<file path="src/rtl/dff_reg_share_arbiter.sv">
// Round-robin write-ownership arbiter in front of one shared W-bit register bank.
// One requester owns the bank at a time; ownership ends on request drop or after MAX_HOLD cycles.
module dff_reg_share_arbiter #(
    parameter int N        = 4,
    parameter int W        = 8,
    parameter int MAX_HOLD = 8
) (
    input  logic                 clk,
    input  logic                 rst_n,
    input  logic [N-1:0]         req,
    input  logic [N-1:0]         we,
    input  logic [N*W-1:0]       wdata,
    output logic [N-1:0]         gnt,
    output logic [$clog2(N)-1:0] owner,
    output logic                 busy,
    output logic                 timeout,
    output logic [W-1:0]         q,
    output logic [W-1:0]         qbar
);

    localparam int IW = $clog2(N);
    localparam int HW = $clog2(MAX_HOLD + 1);

    localparam logic [1:0] ST_IDLE    = 2'd0;
    localparam logic [1:0] ST_GRANT   = 2'd1;
    localparam logic [1:0] ST_RELEASE = 2'd2;

    logic [1:0]    state;
    logic [IW-1:0] rr;
    logic [HW-1:0] hold_cnt;
    logic [IW-1:0] win;
    logic          win_vld;
    logic [N-1:0]  win_onehot;
    logic [W-1:0]  wsel;

    // First set request at or above the rr pointer, wrapping N-1 -> 0.
    always_comb begin : rr_search
        logic [IW:0] sum;
        win     = '0;
        win_vld = 1'b0;
        sum     = '0;
        for (int k = 0; k < N; k++) begin
            sum = {1'b0, rr} + (IW+1)'(k);
            if (sum >= (IW+1)'(N)) begin
                sum = sum - (IW+1)'(N);
            end
            if (!win_vld && req[sum[IW-1:0]]) begin
                win_vld = 1'b1;
                win     = sum[IW-1:0];
            end
        end
    end

    assign win_onehot = {{(N-1){1'b0}}, 1'b1} << win;

    always_comb begin
        wsel = '0;
        for (int i = 0; i < N; i++) begin
            if (owner == IW'(i)) begin
                wsel = wdata[i*W +: W];
            end
        end
    end

    always_ff @(posedge clk) begin
        if (!rst_n) begin
            state    <= ST_IDLE;
            gnt      <= '0;
            owner    <= '0;
            timeout  <= 1'b0;
            rr       <= '0;
            hold_cnt <= '0;
            q        <= '0;
        end else begin
            timeout <= 1'b0;
            case (state)
                ST_IDLE: begin
                    if (win_vld) begin
                        state    <= ST_GRANT;
                        gnt      <= win_onehot;
                        owner    <= win;
                        hold_cnt <= '0;
                        rr       <= (win == IW'(N-1)) ? '0 : win + 1'b1;
                    end
                end
                ST_GRANT: begin
                    // A write coinciding with release still commits.
                    if (we[owner]) begin
                        q <= wsel;
                    end
                    if (!req[owner]) begin
                        state <= ST_RELEASE;
                        gnt   <= '0;
                    end else if (hold_cnt == HW'(MAX_HOLD - 1)) begin
                        state   <= ST_RELEASE;
                        gnt     <= '0;
                        timeout <= 1'b1;
                    end else begin
                        hold_cnt <= hold_cnt + 1'b1;
                    end
                end
                ST_RELEASE: begin
                    state <= ST_IDLE;
                end
                default: begin
                    state <= ST_IDLE;
                end
            endcase
        end
    end

    assign busy = (state == ST_GRANT);
    assign qbar = ~q;

endmodule

</file>
<file path="config.mk">
export PLATFORM = sky130hd
export DESIGN_NAME = dff_reg_share_arbiter
export DESIGN_NICKNAME = d
export VERILOG_FILES = /design/src/rtl/dff_reg_share_arbiter.sv
export SDC_FILE = /design/constraint.sdc
export NUM_CORES = 1
export LEC_CHECK = 0
export ABC_CLOCK_PERIOD_IN_PS = 3100
export BUFFER_PORTS_ARGS = -buffer_cell sky130_fd_sc_hd__clkbuf_2
export CELL_PAD_IN_SITES_DETAIL_PLACEMENT = 1
export CELL_PAD_IN_SITES_GLOBAL_PLACEMENT = 1
export CORE_MARGIN = 2
export CORE_UTILIZATION = 35
export DETAILED_ROUTE_END_ITERATION = 8
export PLACE_DENSITY_LB_ADDON = 0.1
export SYNTH_ARGS = -nofsm -noshare
export SYNTH_HDL_FRONTEND = slang
export SYNTH_SLANG_ARGS = --single-unit
</file>
<file path="constraint.sdc">
create_clock -name clk -period 3.1 [get_ports clk]
set_input_delay 0.31 -clock clk [delete_from_list [all_inputs] [get_ports clk]]
set_output_delay 0.31 -clock clk [all_outputs]
set_load 0.01 [all_outputs]
</file>
==> impl_metrics.prom <==
# TYPE chip_impl_metric gauge
chip_impl_info{name="outcome",value="completed"} 1
chip_impl_metric{name="grt_pass1_vias",unit=""} 1280
chip_impl_metric{name="synth_enable_flop_cells",unit=""} 0
chip_impl_metric{name="yosysWarnings",unit=""} 0
chip_impl_metric{name="final_standard_cell_count_with_taps_included_and_fillers_excluded",unit=""} 252
chip_impl_metric{name="synth.ff_latch_count",unit=""} 23
chip_impl_metric{name="synth.avg_cell_area",unit="sq um"} 9.64
chip_impl_metric{name="antenna_violating_nets_post_route",unit=""} 0
chip_impl_metric{name="hpwl",unit="mm"} 2.89
chip_impl_metric{name="worstHoldPathCells",unit=""} 3
chip_impl_info{name="cp-end-kind",value="register"} 1
chip_impl_metric{name="timing.critical_path.fanout_max",unit=""} 8
chip_impl_metric{name="finClkSkew",unit="ps"} 0.647
chip_impl_metric{name="critical_path_required",unit="ps"} 3250
chip_impl_metric{name="setup_violations",unit=""} 0
chip_impl_metric{name="design.die.area",unit="sq um"} 4310
chip_impl_metric{name="worst_r2r_path_depth",unit=""} 5
chip_impl_metric{name="routed_wl",unit="mm"} 3.57
chip_impl_metric{name="track_usage",unit="%"} 17.2
chip_impl_metric{name="power.static_leakage",unit="nW"} 0.824
chip_impl_metric{name="power.internal",unit="uW"} 560
chip_impl_info{name="cts.root.buffer_cell",value="sky130_fd_sc_hd__clkbuf_8"} 1
chip_impl_metric{name="cts_sinks",unit=""} 23
chip_impl_info{name="crit_path_start",value="owner[0]$_SDFFE_PN0P_"} 1
chip_impl_metric{name="timing.slew.headroom",unit="%"} 60.2
chip_impl_metric{name="comb_power_share",unit="%"} 34.5
chip_impl_metric{name="globalRouteOverflowTotal",unit=""} 0
chip_impl_metric{name="initial_core_util",unit="%"} 36.3
chip_impl_metric{name="async_s_r_ff_share_synth",unit="%"} 0
chip_impl_info{name="layout_common_cells",value="sky130_fd_sc_hd__clkbuf_2 (65), sky130_fd_sc_hd__dfxtp_1 (23), sky130_fd_sc_hd__nand2_1 (15), sky130_fd_sc_hd__nor2_1 (14), sky130_fd_sc_hd__inv_1 (12)"} 1
chip_impl_metric{name="cap_viol_max_count",unit=""} 0
chip_impl_metric{name="worst_ep_arrival",unit="ps"} 2000
chip_impl_metric{name="post_cts_hold_buffer_count",unit=""} 0
chip_impl_metric{name="yosysUniqueCellTypes",unit=""} 36
chip_impl_metric{name="timing.final.crit_share",unit="%"} 59.5
chip_impl_info{name="holdCritStartpoint",value="rst_n"} 1
chip_impl_metric{name="ir_worst_vdd",unit="mV"} 0.347
chip_impl_metric{name="synthesis.instances",unit=""} 138
chip_impl_metric{name="wl_per_cell",unit="microns"} 14.2
chip_impl_metric{name="slew_viol_final",unit=""} 0
chip_impl_metric{name="max_freq",unit="MHz"} 542
chip_impl_metric{name="core_area",unit="sq um"} 3660
chip_impl_metric{name="synth.top_cell.area_share",unit="%"} 34.6
chip_impl_metric{name="post-route-drc-count",unit=""} 0
chip_impl_metric{name="fillCellCount",unit=""} 467
chip_impl_metric{name="depth_of_the_cts_h_tree",unit=""} 1
chip_impl_metric{name="cts_max_path_buffers",unit=""} 2
chip_impl_metric{name="die_y",unit="microns"} 65.6
chip_impl_metric{name="synth.net_count",unit=""} 185
chip_impl_info{name="synth_flop_cell",value="sky130_fd_sc_hd__dfxtp_1"} 1
chip_impl_metric{name="buffers_inserted_during_post_cts_setup_optimization",unit=""} 0
chip_impl_metric{name="drt_first_iter_violations",unit=""} 37
chip_impl_metric{name="fp.dieW",unit="microns"} 65.6
chip_impl_metric{name="detail_route.vias_per_cell",unit=""} 5.12
chip_impl_metric{name="syn_area",unit="sq um"} 1330
chip_impl_metric{name="routed-via-count",unit=""} 1290
chip_impl_metric{name="ctsResizeCount",unit=""} 0
chip_impl_metric{name="clockPowerShare",unit="%"} 23.1
chip_impl_metric{name="power.share.sequential",unit="%"} 42.4
chip_impl_metric{name="grt_pass1_wl",unit="mm"} 5.79
chip_impl_metric{name="clk_transition_reported_paths",unit="ps"} 90
chip_impl_metric{name="number_of_standard_cell_rows_in_the_floorplan",unit=""} 22
chip_impl_metric{name="worstSkewPairLatency",unit="ps"} 270
chip_impl_metric{name="antenna-diode-count",unit=""} 0
chip_impl_info{name="unrepaired_setup_endpoints_after_global_routing",value="false"} 1
chip_impl_info{name="critPathKind",value="register to register"} 1
chip_impl_metric{name="grt_antenna_before_repair",unit=""} 0
chip_impl_metric{name="numCtsBuffers",unit=""} 3
chip_impl_metric{name="maximum_number_of_pins_on_one_net_before_global_route_repair",unit=""} 18
chip_impl_info{name="timing.rr.start",value="owner[0]$_SDFFE_PN0P_"} 1
chip_impl_metric{name="net_switching_power",unit="uW"} 287
chip_impl_metric{name="finalWorstPathRequiredPeriod",unit="ps"} 1840
chip_impl_metric{name="place.port_buffers",unit=""} 65
chip_impl_metric{name="slack_of_the_worst_reg_to_reg_path",unit="ps"} 1260
chip_impl_metric{name="final_nets",unit=""} 252
chip_impl_info{name="synth.top_cells.by_area",value="sky130_fd_sc_hd__dfxtp_1 (35%), sky130_fd_sc_hd__mux4_2 (17%), sky130_fd_sc_hd__mux2i_1 (6.0%)"} 1
chip_impl_info{name="tritoncts",value="done"} 1
chip_impl_metric{name="drt_pre_antenna_iters",unit=""} 3
chip_impl_metric{name="ratio_of_cells_with_drive_above_1_in_the_final_layout",unit="%"} 43.1
chip_impl_metric{name="sw_frac_of_total",unit="%"} 33.9
chip_impl_info{name="min_path_type",value="input pin to register"} 1
chip_impl_info{name="most_common_cell_after_layout_fill_and_taps_aside",value="sky130_fd_sc_hd__clkbuf_2"} 1
chip_impl_metric{name="worst_pin_slew",unit="ps"} 592
chip_impl_info{name="cp-start-kind",value="register"} 1
chip_impl_metric{name="final_weighted_congestion_of_routability_driven_global_placement",unit=""} 0.770
chip_impl_metric{name="powerDensity",unit="nW/um^2"} 484
chip_impl_metric{name="finalHoldViolations",unit=""} 0
chip_impl_info{name="worstReg2RegEnd",value="q[1]$_SDFFE_PN0P_"} 1
chip_impl_metric{name="layout-area-overhead-vs-synth",unit="%"} 31.4
chip_impl_metric{name="timing.setup.tns",unit="ps"} 0
chip_impl_metric{name="cell_total_after_placement",unit=""} 248
chip_impl_metric{name="ys_seq_area_share",unit="%"} 34.6
chip_impl_metric{name="io_pins",unit=""} 66
chip_impl_info{name="hold_end",value="hold_cnt[1]$_SDFFE_PN0P_"} 1
chip_impl_info{name="synth_top_area_cell",value="sky130_fd_sc_hd__dfxtp_1"} 1
-- logic make-up (layout without fill, tap and decap cells) --
logic type	Yosys count	after routing	synth area share, %
multiplexers	19	19	23.8
adder cells (fa/ha/maj)	5	5	4.70
AO/OA/AOI/OAI	23	23	10.9
AND/OR/NAND/NOR	48	48	18.8
flip-flops	23	23	34.6
XOR/XNOR	2	2	1.32
buffers and inverters	18	84	5.83
-- cell usage after synthesis, types with 2 or more instances --
library cell	count
sky130_fd_sc_hd__nor2_1	14
sky130_fd_sc_hd__nand2_1	15
sky130_fd_sc_hd__nor2b_1	2
sky130_fd_sc_hd__mux4_2	10
sky130_fd_sc_hd__mux2i_1	8
sky130_fd_sc_hd__ha_1	5
sky130_fd_sc_hd__buf_2	2
sky130_fd_sc_hd__a21oi_1	8
sky130_fd_sc_hd__inv_1	12
sky130_fd_sc_hd__xor2_1	2
sky130_fd_sc_hd__o221ai_1	2
sky130_fd_sc_hd__nor3_1	2
sky130_fd_sc_hd__o22ai_1	2
sky130_fd_sc_hd__clkbuf_1	2
sky130_fd_sc_hd__o21a_1	2
sky130_fd_sc_hd__dfxtp_1	23
sky130_fd_sc_hd__nand4_1	4
sky130_fd_sc_hd__a31oi_1	2
sky130_fd_sc_hd__o21ai_1	4
-- sequential cells by signal, summed over array words and instances (netlist names) --
name / cells
rr: 2
hold_cnt: 4
timeout: 1
gnt: 4
owner: 2
q: 8
state: 2
-- through the flow --
stage	util [%]	setup WS, ps	total power [mW]	cell area [sq um]	hold slack, ps
floorplan	-	1560	0.561	1330	452
detailed placement	46.5	1230	0.662	1700	478
global route	47.7	1110	0.902	1750	400
finish	47.7	1260	0.847	1750	394
global placement	46.5	1290	0.651	1700	467
CTS	47.7	1220	0.858	1750	385
-- metal layers --
| metal | global-route usage [%] | vias to the layer above | part of all wire [%] |
|---|---|---|---|
| li1 | - | 626 | - |
| met5 | 0 | - | 0 |
| met4 | 2.34 | 0 | 0.45 |
| met2 | 28.5 | 28 | 53 |
| met1 | 23.2 | 634 | 43 |
| met3 | 4.11 | 2 | 3.8 |
-- area by class of cell --
cell class	instances	area, sq um	share of cell area [%]
Inverter	13	48.8	2.79
Clock inverter	1	5.00	0.286
Timing Repair Buffer	67	340	19.5
Tap cell	48	60.1	3.44
Clock buffer	3	41.3	2.36
Sequential cell	23	460	26.3
Multi-Input combinational cell	97	792	45.3
-- power by group through the flow --
stage                     clock, mW  combinational [mW]  sequential, mW
final                         0.196               0.292           0.359
after global routing          0.211               0.326           0.365
after CTS                     0.202               0.296           0.360
after detailed placement          0               0.295           0.367
after global placement            0               0.287           0.365
after floorplan                   0               0.194           0.367
-- how the worst max path moves through the flow --
stage | end | slack [ps]
3_5_place_dp | q[1]$_SDFFE_PN0P_ | 1230
2_1_floorplan | rr[1]$_SDFFE_PN0P_ | 1560
6_report | q[1]$_SDFFE_PN0P_ | 1260
4_1_cts | q[1]$_SDFFE_PN0P_ | 1220
3_3_place_gp | q[1]$_SDFFE_PN0P_ | 1290
5_1_grt | q[1]$_SDFFE_PN0P_ | 1110
-- critical path, stage by stage, from the launching register on --
cell and delay (ps):
sky130_fd_sc_hd__dfxtp_1 500, sky130_fd_sc_hd__buf_4 250, sky130_fd_sc_hd__mux4_2 540, sky130_fd_sc_hd__nand2_4 170, sky130_fd_sc_hd__mux2i_1 200, sky130_fd_sc_hd__nor2_1 60
Power figures use the tool's default switching activity.
